--- src/rtl/spi_cmd_arbiter.sv ---
// spi_cmd_arbiter: round-robin owner selection for one shared
// 3-wire SPI byte controller, with activate/busy handshake.
module spi_cmd_arbiter #(
  parameter int NUM_REQ       = 2,
  parameter int OUT_BYTES     = 5,
  parameter int IN_BYTES      = 4,
  parameter int NUM_SELECTS   = 1,
  parameter int START_TIMEOUT = 64,
  localparam int OSZ = $clog2(OUT_BYTES + 1),
  localparam int ISZ = $clog2(IN_BYTES + 1)
) (
  input  logic                                     clk,
  input  logic                                     reset_n,
  input  logic [NUM_REQ-1:0]                       req,
  input  logic [NUM_REQ-1:0][OUT_BYTES-1:0][7:0]   req_out_data,
  input  logic [NUM_REQ-1:0][OSZ-1:0]              req_out_count,
  input  logic [NUM_REQ-1:0][ISZ-1:0]              req_in_count,
  input  logic [NUM_REQ-1:0][NUM_SELECTS-1:0]      req_in_cs,
  output logic [NUM_REQ-1:0]                       req_grant,
  output logic [NUM_REQ-1:0]                       req_done,
  output logic [NUM_REQ-1:0]                       req_err,
  output logic [NUM_REQ-1:0][IN_BYTES-1:0][7:0]    req_in_data,
  output logic                                     spi_activate,
  output logic [OUT_BYTES-1:0][7:0]                spi_out_data,
  output logic [OSZ-1:0]                           spi_out_count,
  output logic [ISZ-1:0]                           spi_in_count,
  output logic [NUM_SELECTS-1:0]                   spi_in_cs,
  input  logic                                     spi_busy,
  input  logic [IN_BYTES-1:0][7:0]                 spi_in_data,
  output logic                                     arb_busy
);

  localparam int IW = (NUM_REQ > 1) ? $clog2(NUM_REQ) : 1;
  localparam int TW = (START_TIMEOUT > 1) ? $clog2(START_TIMEOUT) : 1;
  localparam logic [TW-1:0] T_LAST = TW'(START_TIMEOUT - 1);
  localparam logic [NUM_REQ-1:0] ONE = NUM_REQ'(1);
  localparam logic [IW-1:0] LAST_IDX = IW'(NUM_REQ - 1);

  typedef enum logic [1:0] {
    S_IDLE,
    S_WAIT_BUSY,
    S_WAIT_DONE,
    S_COMPLETE
  } state_t;

  state_t                      state;
  logic [IW-1:0]               rr_ptr;
  logic [IW-1:0]               gidx;
  logic [TW-1:0]               tcnt;
  logic                        err;
  logic                        upd;
  logic [IN_BYTES-1:0][7:0]    rd_buf;

  logic [IW-1:0]               pick;
  logic                        found;
  logic [IW-1:0]               idx;
  int                          sum;

  // first pending requester at or after rr_ptr, wrapping
  always_comb begin
    pick  = '0;
    found = 1'b0;
    idx   = '0;
    sum   = 0;
    for (int k = NUM_REQ - 1; k >= 0; k--) begin
      sum = int'(rr_ptr) + k;
      if (sum >= NUM_REQ)
        sum = sum - NUM_REQ;
      idx = IW'(sum);
      if (req[idx]) begin
        pick  = idx;
        found = 1'b1;
      end
    end
  end

  assign arb_busy = (state != S_IDLE);

  // grant / handshake / completion sequencer
  always_ff @(posedge clk or negedge reset_n) begin
    if (!reset_n) begin
      state         <= S_IDLE;
      rr_ptr        <= '0;
      gidx          <= '0;
      tcnt          <= '0;
      err           <= 1'b0;
      upd           <= 1'b0;
      rd_buf        <= '0;
      req_grant     <= '0;
      req_done      <= '0;
      req_err       <= '0;
      req_in_data   <= '0;
      spi_activate  <= 1'b0;
      spi_out_data  <= '0;
      spi_out_count <= '0;
      spi_in_count  <= '0;
      spi_in_cs     <= '0;
    end else begin
      req_done <= '0;
      req_err  <= '0;
      unique case (state)
        S_IDLE: begin
          if (found) begin
            gidx          <= pick;
            req_grant     <= ONE << pick;
            spi_out_data  <= req_out_data[pick];
            spi_out_count <= req_out_count[pick];
            spi_in_count  <= req_in_count[pick];
            spi_in_cs     <= req_in_cs[pick];
            upd           <= 1'b0;
            err           <= 1'b0;
            if (req_out_count[pick] == '0 &&
                req_in_count[pick] == '0) begin
              state <= S_COMPLETE;
            end else begin
              spi_activate <= 1'b1;
              tcnt         <= '0;
              state        <= S_WAIT_BUSY;
            end
          end
        end
        S_WAIT_BUSY: begin
          if (spi_busy) begin
            spi_activate <= 1'b0;
            state        <= S_WAIT_DONE;
          end else if (tcnt == T_LAST) begin
            spi_activate <= 1'b0;
            err          <= 1'b1;
            state        <= S_COMPLETE;
          end else begin
            tcnt <= tcnt + 1'b1;
          end
        end
        S_WAIT_DONE: begin
          if (!spi_busy) begin
            for (int b = 0; b < IN_BYTES; b++) begin
              if (b < int'(spi_in_count))
                rd_buf[b] <= spi_in_data[b];
              else
                rd_buf[b] <= req_in_data[gidx][b];
            end
            upd   <= 1'b1;
            state <= S_COMPLETE;
          end
        end
        S_COMPLETE: begin
          req_done[gidx] <= 1'b1;
          req_err[gidx]  <= err;
          req_grant      <= '0;
          if (upd)
            req_in_data[gidx] <= rd_buf;
          rr_ptr <= (gidx == LAST_IDX) ? '0 : gidx + 1'b1;
          err    <= 1'b0;
          upd    <= 1'b0;
          state  <= S_IDLE;
        end
        default: state <= S_IDLE;
      endcase
    end
  end

endmodule

--- config.mk ---
export PLATFORM = sky130hd
export DESIGN_NAME = spi_cmd_arbiter
export DESIGN_NICKNAME = d
export VERILOG_FILES = /design/src/rtl/spi_cmd_arbiter.sv
export SDC_FILE = /design/constraint.sdc
export NUM_CORES = 1
export LEC_CHECK = 0
export BUFFER_PORTS_ARGS = -buffer_cell sky130_fd_sc_hd__buf_2
export CAP_MARGIN = 0
export CORE_UTILIZATION = 50
export CTS_CLUSTER_DIAMETER = 100
export DETAILED_ROUTE_END_ITERATION = 8
export MAX_ROUTING_LAYER = met4
export PLACE_DENSITY = 0.89
export SYNTH_ARGS = -nofsm -noshare
export SYNTH_HDL_FRONTEND = slang
export SYNTH_SLANG_ARGS = --single-unit
--- constraint.sdc ---
create_clock -name clk -period 2.5 [get_ports clk]
set_input_delay 0.125 -clock clk [delete_from_list [all_inputs] [get_ports clk]]
set_output_delay 0.125 -clock clk [all_outputs]
set_load 0.05 [all_outputs]
# --- Word-level counts from Yosys, hierarchy flattened ---
# Cells that the tools add are included.
classes:
  add_sub_neg: 5
  order_cmp: 11
  n_eq_ne: 11
  shift: 1
  n_mux: 56
  bitwise: 2
  reduce_logical: 19
op_table:
  columns: ["cell", "count"]
  rows:
  - ["two-way mux 32 bit", 3]
  - ["two-way mux 40 bit", 2]
  - ["bitwise mux 64 bit", 1]
  - ["demux 32 bit (select 1 bit)", 1]
  - ["two-way mux 8 bit", 4]
  - ["two-way mux 6 bit", 4]
  - ["two-way mux 1 bit", 22]
  - ["two-way mux 2 bit", 8]
  - ["two-way mux 3 bit", 4]
  - ["inequality test 2 bit, second input constant", 6]
  - ["one-hot mux 6 bit (2 select lines)", 1]
  - ["< comparator 1 x 2 -> 1 bit, second input constant", 4]
  - ["one-hot mux 2 bit (4 select lines)", 1]
  - ["AND reduction 2 bit", 4]
  - ["AND reduction 4 bit", 2]
  - ["adder 6 x 1 -> 6 bit, second input constant", 1]
  - ["== test 6 bit, second input constant", 1]
  - ["logical NOT 3 bit", 2]
  - ["< comparator 1 x 3 -> 1 bit, first input constant", 2]
  - ["< comparator 2 x 3 -> 1 bit, first input constant", 2]
  - ["one-hot mux 1 bit (3 select lines)", 2]
  - ["AND reduction 3 bit", 2]
  - ["nonzero test 2 bit", 3]
  - ["nonzero test 3 bit", 2]
  - ["other kinds (18)", 21]
totals:
  regBits: 162
  out_inout_bits: 119
  elab_cells: 135

# --- Logic depth before layout (Yosys ltp) ---
# Gate-level depths: netlist of run 1.
depth:
  word_depth: 14
  depth_mapped: 7

# --- Worst setup path after synthesis of run 1 ---
# OpenSTA, ideal clock, no wires.
synth_path:
  path_kind: "flip-flop to flip-flop"
  start: "register state[0]"
  end: "register tcnt[4]"
  setup_time_ns: 0.078
  arrival_ns: 1.880
  required_ns: 2.422
  slack_ns: 0.542
  stages_incl_launch_ff: 7
  n_path_buf: 0
  period_less_slack_ns: 1.958
  cell_sequence: "dfrtp_1 -> inv_1 -> ha_1 -> inv_1 -> a21oi_4 -> or4_1 -> a21boi_1"
synth_between:
  elab_chain_len: 3
  elab_cells_between_ends: 9
  classes_between: "eq/ne: 5; mux: 1; reduce/logical: 3"
synth_rtl:
  columns: ["item", "line_no", "rtl"]
  rows:
  - ["from (decl)", "46", "state_t state;"]
  - ["from (signal assigned)", "82", "state <= S_IDLE;"]
  - ["from (signal assigned)", "114", "state <= S_COMPLETE;"]
  - ["from (signal assigned)", "118", "state <= S_WAIT_BUSY;"]
  - ["== test 2 x 1 -> 1 bit / logical NOT 2 bit (equally long branches)", "101", "unique case (state)"]
  - ["inequality test 2 bit (no line) / nonzero test 2 bit (equally long branches)", null, null]
  - ["AND reduction 5 bit (no line)", null, null]
  - ["to (signal assigned)", "131", "tcnt <= tcnt + 1'b1;"]
  - ["to (decl)", "49", "logic [TW-1:0] tcnt;"]
# Several ways; a longest one is shown, not always the timed one.
# A chain may end at the register's enable or synchronous reset.

# --- Worst setup path in the final report of run 1 ---
layout_path:
  start: "register state[0]"
  end: "register spi_out_data[10] (netlist bit)"
layout_between:
  elab_chain_len: 2
layout_rtl:
  columns: ["item", "line_no", "rtl"]
  rows:
  - ["logical NOT 2 bit", "101", null]
  - ["AND reduction 2 bit (no line)", null, null]
  - ["to (signal assigned)", "106", "spi_out_data <= req_out_data[pick];"]
  - ["to (decl)", "24", "output logic [OUT_BYTES-1:0][7:0] spi_out_data,"]
# Every way passes these cells.

==> flow_metrics.py, run 1 <==
metrics = {
    "floorplan": {
        "die_x_um": 122,
        "core-area_mm2": 0.0139,
        "io_pins": 250,
        "start_util_pct": 51.6,
        "die_h_um": 122,
        "dieArea_mm2": 0.0149,
        "core.rowCount": 43,
    },
    "sta": {
        "setup_viol": 0,
        "rsz0062_at_grt": "no",
        "min_period_ns": 2.20,
        "final-hold-violation-count": 0,
        "whs_ns": 0.0171,
        "period_share_pct": 88.0,
        "tns_ns": 0,
        "finalMaxSlewViolations": 0,
        "maxSlewHeadroom_pct": 34.7,
        "fmax_mhz": 454,
        "worst_pin_slew_ns": 0.976,
        "finClkSkew_ns": 0.00752,
    },
    "synth": {
        "avgSynthCellArea_um2": 11.2,
        "syn_nets": 778,
        "synth_area_leaders": "dfrtp_1 (56%), mux2_2 (10%), mux2i_1 (8.8%)",
        "async_flop_share_pct": 100,
        "synthCells": 641,
        "synth_cell_type_count": 38,
        "synth-main-ff-cell": "dfrtp_1",
        "synth_edf_count": 0,
        "synth_largest_area_cell": "dfrtp_1",
        "synth-seq-cells": 162,
        "synth_top_area_share_pct": 56.4,
        "syn_area_mm2": 0.00718,
        "ys_seq_area_share_pct": 56.4,
        "ys.warnings.count": 0,
    },
    "placed_design": {
        "port-buffer-count": 249,
        "dp_hpwl_um": 13200,
        "placed_area_mm2": 0.00872,
        "place.gp.congestion": 0.848,
    },
    "critical_path": {
        "cp_common_cell": "inv_1",
        "crit_path_top_delay_cell": "dfrtp_1",
        "worstPathRequired_ns": 2.79,
        "critical_path_class": "reg -> reg",
        "path_delay_family": "compound AO/OA/AOI/OAI gates",
        "path_buf_inv": 3,
        "cp.arrival_ns": 2.49,
        "path_depth": 7,
        "worstRegToRegCells": 7,
        "path_cells": "inv_1 -> ha_1 -> o21ai_4 -> a21oi_1 -> buf_4 -> a222oi_1 -> inv_1",
        "cp-start-kind": "register",
        "crit_path_end_kind": "register",
        "path_max_fanout": 39,
        "slowest_delay_ns": 0.41,
    },
    "power": {
        "p_leak_nw": 5.33,
        "vdd_drop_max_mv": 0.926,
        "p_per_area_mw_per_mm2": 1410,
        "power.total_mw": 14.3,
    },
    "drt": {
        "initialDrtViolationCount": 405,
        "postRouteAntennaNets": 0,
        "wirelength_um": 21300,
        "remaining_drc_errors": 0,
        "vias": 6431,
        "first_pass_iters": 8,
        "wl_met2_um": 10700,
        "top_layer": "met4",
        "via_per_inst": 5.52,
        "wl_met3_um": 1260,
        "wire_per_inst_um": 18.3,
        "wl_met1_um": 8450,
    },
    "hold_path": {
        "whs_path_depth": 3,
        "hp-class": "in -> reg",
    },
    "clocking": {
        "cts_resized": 0,
        "clock_latency_ns": 0.41,
        "cts_buffers": 17,
        "cts_tree": "done",
        "cts_num_sinks": 162,
        "root_buffer": "clkbuf_16",
        "cts.path.max_buffers": 2,
        "h-tree-depth": 4,
        "clk_pin_slew_ns": 0.06,
    },
    "cells_and_area": {
        "area_delta_synth_final_pct": 40.7,
        "final_common_cell": "buf_2",
        "layout_common_cells": "buf_2 (248), dfrtp_1 (161), nand2_1 (98)",
        "nNetsFinal": 1108,
        "finalInstanceArea_mm2": 0.0101,
        "nFillCells": 913,
        "drive_above_1_share_pct": 37.7,
        "utilization_pct": 72.5,
    },
    "grt": {
        "grt_max_degree": 78,
        "globalRouteTotalUtil_pct": 30.9,
        "antenna_found_initial": 0,
        "grt_overflow": 0,
        "grt_pass1_wl_um": 33700,
        "first_global_vias": 6630,
    },
    "run": {
        "drv_cap": 0,
    },
    "run_status": {
        "status": "finished, final reports clean",
    },
}
[tightest hold or removal path, stage by stage]
cell and delay, ns:
buf_2 0.07, mux2i_1 0.05, o21ai_0 0.14
[sequential cells by signal, summed over array words and instances (netlist names)]
| register | cells |
|---|---|
| upd | 1 |
| rd_buf | 32 |
| spi_out_count | 3 |
| state | 2 |
| req_done | 2 |
| gidx | 1 |
| spi_in_cs | 1 |
| req_in_data | 64 |
| spi_in_count | 3 |
| req_grant | 2 |
| spi_out_data | 40 |
| err | 1 |
| rr_ptr | 1 |
| tcnt | 6 |
| req_err | 2 |
| spi_activate | 1 |
[cells in the mapped netlist, drive strengths merged (2+ instances only)]
| cell | instances |
|---|---|
| dfrtp | 162 |
| ha | 6 |
| or4 | 3 |
| a222oi | 18 |
| o21ai | 94 |
| a21boi | 3 |
| nor3 | 3 |
| nand3 | 2 |
| nand2b | 4 |
| a31oi | 2 |
| nor2 | 20 |
| nor4 | 2 |
| mux2 | 65 |
| mux2i | 63 |
| nand4 | 3 |
| inv | 23 |
| and3 | 3 |
| o31ai | 2 |
| clkbuf | 25 |
| a21oi | 15 |
| nand2 | 99 |
| buf | 12 |
| and2 | 2 |
[what timing repair did]
item                      4_1_cts  5_1_grt
setup buffers                   0        0
hold endpoints to repair      122        0
hold buffers                   81        0
[path summary, 6_finish.rpt]
| path | startpoint | to | slack [ns] |
|---|---|---|---|
| max in group asynchronous | reset_n | req_err[0] | 1.34 |
| min reg2reg | spi_out_data[24] | spi_out_data[24] | 0.48 |
| max | state[0] | spi_out_data[10] | 0.30 |
| min in group asynchronous | reset_n | req_in_data[49] | 0.30 |
| min | req_out_data[24] | spi_out_data[24] | 0.02 |
| max reg2reg | state[0] | spi_out_data[10] | 0.30 |
[cell families after synthesis]
group,synth area share [%]
adder cells (fa/ha/maj),1.04
AO/OA/AOI/OAI,11.9
AND/OR/NAND/NOR,8.43
multiplexers,19.0
buffers and inverters,3.17
flip-flops,56.4
[where the power goes]
part | switching, mW | internal [mW]
clock | 1.08 | 1.45
sequential | 0.853 | 3.71
combinational | 5.11 | 2.11
total | 7.04 | 7.26
[through the flow]
stage,std cells,worst slack [ns]
final,1165,0.299
after CTS,1164,0.389
after detailed placement,1051,0.394
after global placement,1051,0.474
after global routing,1164,0.158
after floorplan,641,0.542
[metal layers]
metal,up-vias,global-route usage [%]
met2,288,50.0
met3,66,6.32
li1,2936,-
met4,0,17.6
met1,3141,35.9
met5,-,-
[area by class of cell]
| class | instances | area [um^2] | share of cell area [%] |
|---|---|---|---|
| Tap cell | 180 | 225 | 2.23 |
| Clock buffer | 20 | 457 | 4.52 |
| Multi-Input combinational cell | 419 | 2920 | 28.9 |
| Inverter | 23 | 86.3 | 0.854 |
| Sequential cell | 162 | 4060 | 40.1 |
| Clock inverter | 12 | 123 | 1.21 |
| Timing Repair Buffer | 348 | 2240 | 22.1 |
| Antenna cell | 1 | 2.50 | 0.0248 |
No activity file was read; power rests on OpenSTA's default activity.
==> run 2: changes to the inputs <==
--- a/config.mk
+++ b/config.mk
@@ -7,11 +7,11 @@
 export LEC_CHECK = 0
 export BUFFER_PORTS_ARGS = -buffer_cell sky130_fd_sc_hd__buf_2
 export CAP_MARGIN = 0
-export CORE_UTILIZATION = 50
+export CORE_UTILIZATION = 30
 export CTS_CLUSTER_DIAMETER = 100
 export DETAILED_ROUTE_END_ITERATION = 8
 export MAX_ROUTING_LAYER = met4
-export PLACE_DENSITY = 0.89
+export PLACE_DENSITY = 0.62
 export SYNTH_ARGS = -nofsm -noshare
 export SYNTH_HDL_FRONTEND = slang
 export SYNTH_SLANG_ARGS = --single-unit
==> flow_metrics.py, run 2 (synthesis results as in run 1) <==
metrics = {
    "sta": {
        "maxSlewHeadroom_pct": 35.9,
        "tns_ns": 0,
        "finClkSkew_ns": 0.00947,
        "setup_viol": 0,
        "rsz0062_at_grt": "no",
        "min_period_ns": 2.27,
        "final-hold-violation-count": 0,
        "period_share_pct": 90.9,
        "worst_pin_slew_ns": 0.959,
        "finalMaxSlewViolations": 0,
        "fmax_mhz": 440,
    },
    "cells_and_area": {
        "top_regs": "req_in_data x64, spi_out_data x40, rd_buf x32",
        "nFillCells": 2167,
        "drive_above_1_share_pct": 37.5,
        "regMostFlops": "req_in_data",
        "largest_reg_flops": 64,
        "nNetsFinal": 1118,
        "final-seq-area_mm2": 0.00406,
        "fin_cells": 1313,
        "multi_input_area_mm2": 0.00293,
        "final_common_cell": "buf_2",
        "num_antenna_cells": 0,
        "finalInstanceArea_mm2": 0.0104,
        "area_delta_synth_final_pct": 45.3,
        "layout_common_cells": "buf_2 (248), dfrtp_1 (161), nand2_1 (96)",
    },
    "clocking": {
        "cts_tree": "done",
        "clk_pin_slew_ns": 0.07,
        "cts_num_sinks": 162,
        "clock_latency_ns": 0.42,
        "cts_buffers": 17,
        "root_buffer": "clkbuf_16",
        "cts.path.max_buffers": 2,
        "h-tree-depth": 4,
    },
    "grt": {
        "first_global_vias": 6067,
        "grt_max_degree": 65,
        "grt_overflow": 0,
        "globalRouteTotalUtil_pct": 17.5,
        "antenna_found_initial": 0,
        "grt_pass1_wl_um": 32000,
    },
    "floorplan": {
        "io_pins": 250,
        "core.rowCount": 56,
        "die_x_um": 157,
        "die_h_um": 157,
        "dieArea_mm2": 0.0246,
        "core-area_mm2": 0.0235,
        "start_util_pct": 30.6,
    },
    "placed_design": {
        "place_inst": 1191,
        "dp_hpwl_um": 13400,
        "placed_area_mm2": 0.00893,
        "place.gp.congestion": 0.789,
        "port-buffer-count": 249,
    },
    "critical_path": {
        "crit_path_top_delay_cell": "dlygate4sd3_1",
        "crit_path_end_kind": "register",
        "path_buf_inv": 2,
        "cp.arrival_ns": 2.54,
        "critical_path_class": "reg -> reg",
        "path_delay_family": "buffers and inverters",
        "worstPathRequired_ns": 2.77,
        "path_max_fanout": 16,
        "path_cells": "nand2b_1 -> nand2_2 -> buf_4 -> mux2i_1 -> dlygate4sd3_1 -> o21ai_0",
        "cp-start-kind": "register",
        "slowest_delay_ns": 0.56,
    },
    "power": {
        "p_per_area_mw_per_mm2": 1370,
        "p_leak_nw": 5.40,
        "vdd_drop_max_mv": 0.706,
        "power.total_mw": 14.4,
    },
    "drt": {
        "first_pass_iters": 5,
        "remaining_drc_errors": 0,
        "via_per_inst": 4.64,
        "vias": 6098,
        "postRouteAntennaNets": 0,
        "wire_per_inst_um": 15.6,
        "wirelength_um": 20500,
        "initialDrtViolationCount": 299,
    },
    "hold_path": {
        "hp-class": "in -> reg",
    },
    "run_status": {
        "status": "finished, final reports clean",
    },
    "run": {
        "drv_cap": 0,
    },
}
==> run 2: cell count changes in the layout (fill, tap and decap cells not counted) <==
cell / delta
bufinv_16: +2
inv_6: -3
clkbuf_1: +1
nand2_2: +2
clkinv_4: -1
buf_12: +2
buf_4: -1
nand2_1: -2
dlygate4sd3_1: +9
clkinv_2: +1
diode_2: -1
==> run 2: where the power goes <==
group | internal [mW] | total, mW | switching (mW)
combinational | 2.15 | 7.17 | 5.02
clock | 1.64 | 2.74 | 1.11
sequential | 3.71 | 4.44 | 0.733
==> run 2: layer usage <==
layer	wire length [um]	GRT usage [%]
met1	8970	20.8
met2	9910	28.6
met3	1160	4.35
met4	451	6.26
met5	0	-
==> run 2: worst register-to-register path, stage by stage (launching register included) <==
cell           delay [ns]
dfrtp_1              0.38
nand2b_1             0.22
nand2_2              0.31
buf_4                0.36
mux2i_1              0.23
dlygate4sd3_1        0.56
o21ai_0              0.07
==> run 2: worst paths after layout <==
path	startpoint	end	slack, ns	cells past startpoint
setup / recovery	rr_ptr	spi_out_data[29]	0.23	6
setup reg to reg	rr_ptr	spi_out_data[29]	0.23	6
min in group asynchronous	reset_n	spi_activate	0.27	2
hold reg to reg	spi_out_data[32]	spi_out_data[32]	0.47	2
hold / removal	req_out_data[30]	spi_out_data[30]	0.02	3
max in group asynchronous	reset_n	req_in_data[36]	1.54	3
==> run 2: final cells by class <==
cell class | instances | share of cell area, %
Sequential cell | 162 | 38.8
Multi-Input combinational cell | 419 | 28.1
Timing Repair Buffer | 358 | 22.6
Tap cell | 319 | 3.82
Inverter | 23 | 0.827
Clock inverter | 11 | 1.46
Clock buffer | 21 | 4.41
==> run 2: what timing repair did <==
| action | 4_1_cts | 5_1_grt |
|---|---|---|
| hold endpoints to repair | 116 | 0 |
| hold buffers | 90 | 0 |
| buffers inserted | 0 | 0 |
| gates resized for setup | 0 | 0 |
==> run 2: stage by stage <==
| stage | utilization (%) | hold WS [ns] | worst slack [ns] |
|---|---|---|---|
| after floorplan | - | -0.171 | 0.542 |
| after global placement | 38.0 | 0.173 | 0.454 |
| after detailed placement | 38.0 | 0.174 | 0.359 |
| after CTS | 44.5 | 0.00312 | 0.237 |
| after global routing | 44.5 | 0.00830 | 0.0688 |
| final | 44.5 | 0.0188 | 0.228 |
==> run 3: changes to the inputs <==
--- a/config.mk
+++ b/config.mk
@@ -5,13 +5,14 @@
 export SDC_FILE = /design/constraint.sdc
 export NUM_CORES = 1
 export LEC_CHECK = 0
+export ABC_AREA = 1
 export BUFFER_PORTS_ARGS = -buffer_cell sky130_fd_sc_hd__buf_2
 export CAP_MARGIN = 0
 export CORE_UTILIZATION = 30
 export CTS_CLUSTER_DIAMETER = 100
 export DETAILED_ROUTE_END_ITERATION = 8
 export MAX_ROUTING_LAYER = met4
-export PLACE_DENSITY = 0.62
+export PLACE_DENSITY = 0.61
 export SYNTH_ARGS = -nofsm -noshare
 export SYNTH_HDL_FRONTEND = slang
 export SYNTH_SLANG_ARGS = --single-unit
==> flow_metrics.py, run 3 <==
metrics = {
    "sta": {
        "rsz0062_at_grt": "no",
        "fmax_mhz": 455,
        "period_share_pct": 87.9,
        "min_period_ns": 2.20,
        "tns_ns": 0,
        "finalMaxSlewViolations": 0,
        "finClkSkew_ns": 0.00891,
        "worst_pin_slew_ns": 0.614,
        "maxSlewHeadroom_pct": 59.0,
        "final-hold-violation-count": 0,
        "setup_viol": 0,
    },
    "drt": {
        "first_pass_iters": 5,
        "remaining_drc_errors": 0,
        "initialDrtViolationCount": 540,
        "via_per_inst": 4.80,
        "wire_per_inst_um": 15.4,
        "vias": 7333,
        "postRouteAntennaNets": 0,
        "wirelength_um": 23500,
    },
    "synth": {
        "avgSynthCellArea_um2": 8.60,
        "synth_edf_count": 0,
        "synth_area_leaders": "dfrtp_1 (55%), nand2_1 (10%), o21ai_0 (6.9%)",
        "ys.warnings.count": 0,
        "synth_top_area_share_pct": 55.1,
        "syn_nets": 993,
        "async_flop_share_pct": 100,
        "ys_seq_area_share_pct": 55.1,
        "synth_cell_type_count": 31,
        "synth-main-ff-cell": "dfrtp_1",
        "synthCells": 856,
        "synth_common_cells": "nand2_1 (197), dfrtp_1 (162), o21ai_0 (101)",
        "synth-seq-cells": 162,
        "synth.most_common_cell": "nand2_1",
        "synth_largest_area_cell": "dfrtp_1",
        "syn_area_mm2": 0.00736,
    },
    "clocking": {
        "clock_latency_ns": 0.42,
        "cts.hold.buffers_added": 109,
        "cts_tree": "done",
        "h-tree-depth": 4,
        "clk_pin_slew_ns": 0.07,
        "cts_num_sinks": 162,
        "cts.path.max_buffers": 2,
        "cts_resized": 0,
        "post-cts-setup-buffers": 0,
        "root_buffer": "clkbuf_16",
        "cts_buffers": 17,
    },
    "floorplan": {
        "die_x_um": 159,
        "dieArea_mm2": 0.0252,
        "core-area_mm2": 0.0238,
        "die_h_um": 159,
        "start_util_pct": 31.0,
        "core.rowCount": 56,
        "io_pins": 250,
    },
    "cells_and_area": {
        "layout_common_cells": "buf_2 (248), nand2_1 (195), dfrtp_1 (162)",
        "nNetsFinal": 1331,
        "top_regs": "req_in_data x64, spi_out_data x40, rd_buf x32",
        "nFillCells": 2259,
        "area_delta_synth_final_pct": 45.9,
        "drive_above_1_share_pct": 26.3,
        "largest_reg_flops": 64,
        "final_common_cell": "buf_2",
        "regMostFlops": "req_in_data",
        "utilization_pct": 45.2,
    },
    "critical_path": {
        "crit_path_top_delay_cell": "dlygate4sd3_1",
        "cp-start-kind": "register",
        "crit-reg2reg-launch": "state[0]",
        "crit_path_end_kind": "register",
        "timing.rr.end": "spi_out_data[34]",
        "worstRegToRegCells": 8,
        "critical_path_class": "reg -> reg",
        "path_cells": "inv_1 -> ha_1 -> nand2_2 -> inv_2 -> buf_12 -> nor2_1 -> a31oi_1 -> dlygate4sd3_1",
        "reg2reg_slack_ns": 0.30,
        "path_max_fanout": 66,
        "cp.arrival_ns": 2.55,
        "slowest_delay_ns": 0.57,
        "worstPathRequired_ns": 2.85,
    },
    "placed_design": {
        "dp_hpwl_um": 15200,
        "place.gp.congestion": 0.833,
        "port-buffer-count": 249,
    },
    "grt": {
        "globalRouteTotalUtil_pct": 19.7,
        "antenna_found_initial": 1,
        "grt_max_degree": 67,
        "grt_overflow": 0,
        "first_global_vias": 7181,
        "grt_pass1_wl_um": 37000,
    },
    "hold_path": {
        "hold_start": "req_out_data[46]",
        "hp-class": "in -> reg",
        "whs_path_depth": 3,
        "min_to": "spi_out_data[6]",
    },
    "power": {
        "power.total_mw": 16.0,
        "vdd_drop_max_mv": 0.716,
        "p_switching_mw": 7.77,
        "p_int_mw": 8.19,
        "p_per_area_mw_per_mm2": 1490,
        "p_clk_share_pct": 19.0,
        "p_leak_nw": 5.32,
        "combPwrFrac_pct": 52.4,
        "swShare_pct": 48.7,
        "pwr-share-seq_pct": 28.6,
    },
    "run_status": {
        "status": "finished, final reports clean",
    },
    "run": {
        "drv_cap": 0,
    },
}
[run 3: changes by cell type in the layout (fill, tap and decap cells not counted), sizes merged, moves of 29 or more]
cell / delta
o21ai: +29
mux2i: -63
nor2: +40
nand2: +103
a31oi: +39
inv: +36
nand3: +76
mux2: -65
[run 3: power groups by stage]
| stage | Combinational [mW] | Clock (mW) | Sequential, mW |
|---|---|---|---|
| detailed placement | 7.65 | 0 | 4.57 |
| finish | 8.37 | 3.03 | 4.56 |
| global route | 9.05 | 3.23 | 4.71 |
| CTS | 8.37 | 3.11 | 4.56 |
| floorplan | 2.66 | 0 | 7.46 |
| global placement | 7.55 | 0 | 4.57 |
[run 3: cell type report]
class	count	area, um^2	area share (%)
diodes	1	2.50	0.0233
clock buffers	20	457	4.25
clock inverters	12	228	2.12
inverters	60	225	2.10
multi-input cells	577	2840	26.4
flip-flops and latches	162	4050	37.7
well taps	319	399	3.71
repair buffers	376	2540	23.7
[run 3: layer usage]
metal  up-vias  track usage, %  wire, um
li1       3557               -         -
met1      3455            24.1     10300
met2       294            32.1     11100
met3        27            4.49      1630
met4         0            6.59       418
met5         -               -         0
[run 3: through the flow]
stage	cell area [um^2]	cells	setup slack [ns]	hold WS [ns]
2_1_floorplan	7360	856	0.782	-0.171
3_3_place_gp	8970	1385	0.719	0.142
3_5_place_dp	8970	1385	0.683	0.138
4_1_cts	10700	1526	0.286	0.00136
5_1_grt	10700	1527	0.0961	0.0262
6_report	10700	1527	0.303	0.0291
[run 3: logic make-up (layout without fill, tap and decap cells)]
logic type | count (synthesis) | in the layout | synth area share [%]
flops | 162 | 162 | 55.1
compound gates | 196 | 196 | 14.7
simple gates | 372 | 372 | 22.4
xor+xnor | 3 | 3 | 0.357
other cells | 0 | 1 | 0
buf+inv | 117 | 468 | 6.47
fa+ha+maj | 6 | 6 | 1.02
[run 3: how the worst max path moves through the flow]
stage,cells past startpoint,slack (ns),to,from
6_report,8,0.30,spi_out_data[34],state[0]
4_1_cts,8,0.29,spi_out_data[12],state[0]
3_3_place_gp,6,0.72,rd_buf[5],spi_in_count[2]
3_5_place_dp,9,0.68,tcnt[5],state[0]
5_1_grt,8,0.1,spi_out_data[26],state[0]
2_1_floorplan,8,0.78,tcnt[3],state[0]
[run 3: worst max-delay path: cells and delay by family (launching register included)]
| kind | cells | cell delay (ns) |
|---|---|---|
| and+or+nand+nor | 2 | 0.15 |
| AOI/OAI and AO/OA | 1 | 0.15 |
| buffers and inverters | 4 | 1.13 |
| DFF | 1 | 0.41 |
| adders and majority gates | 1 | 0.23 |
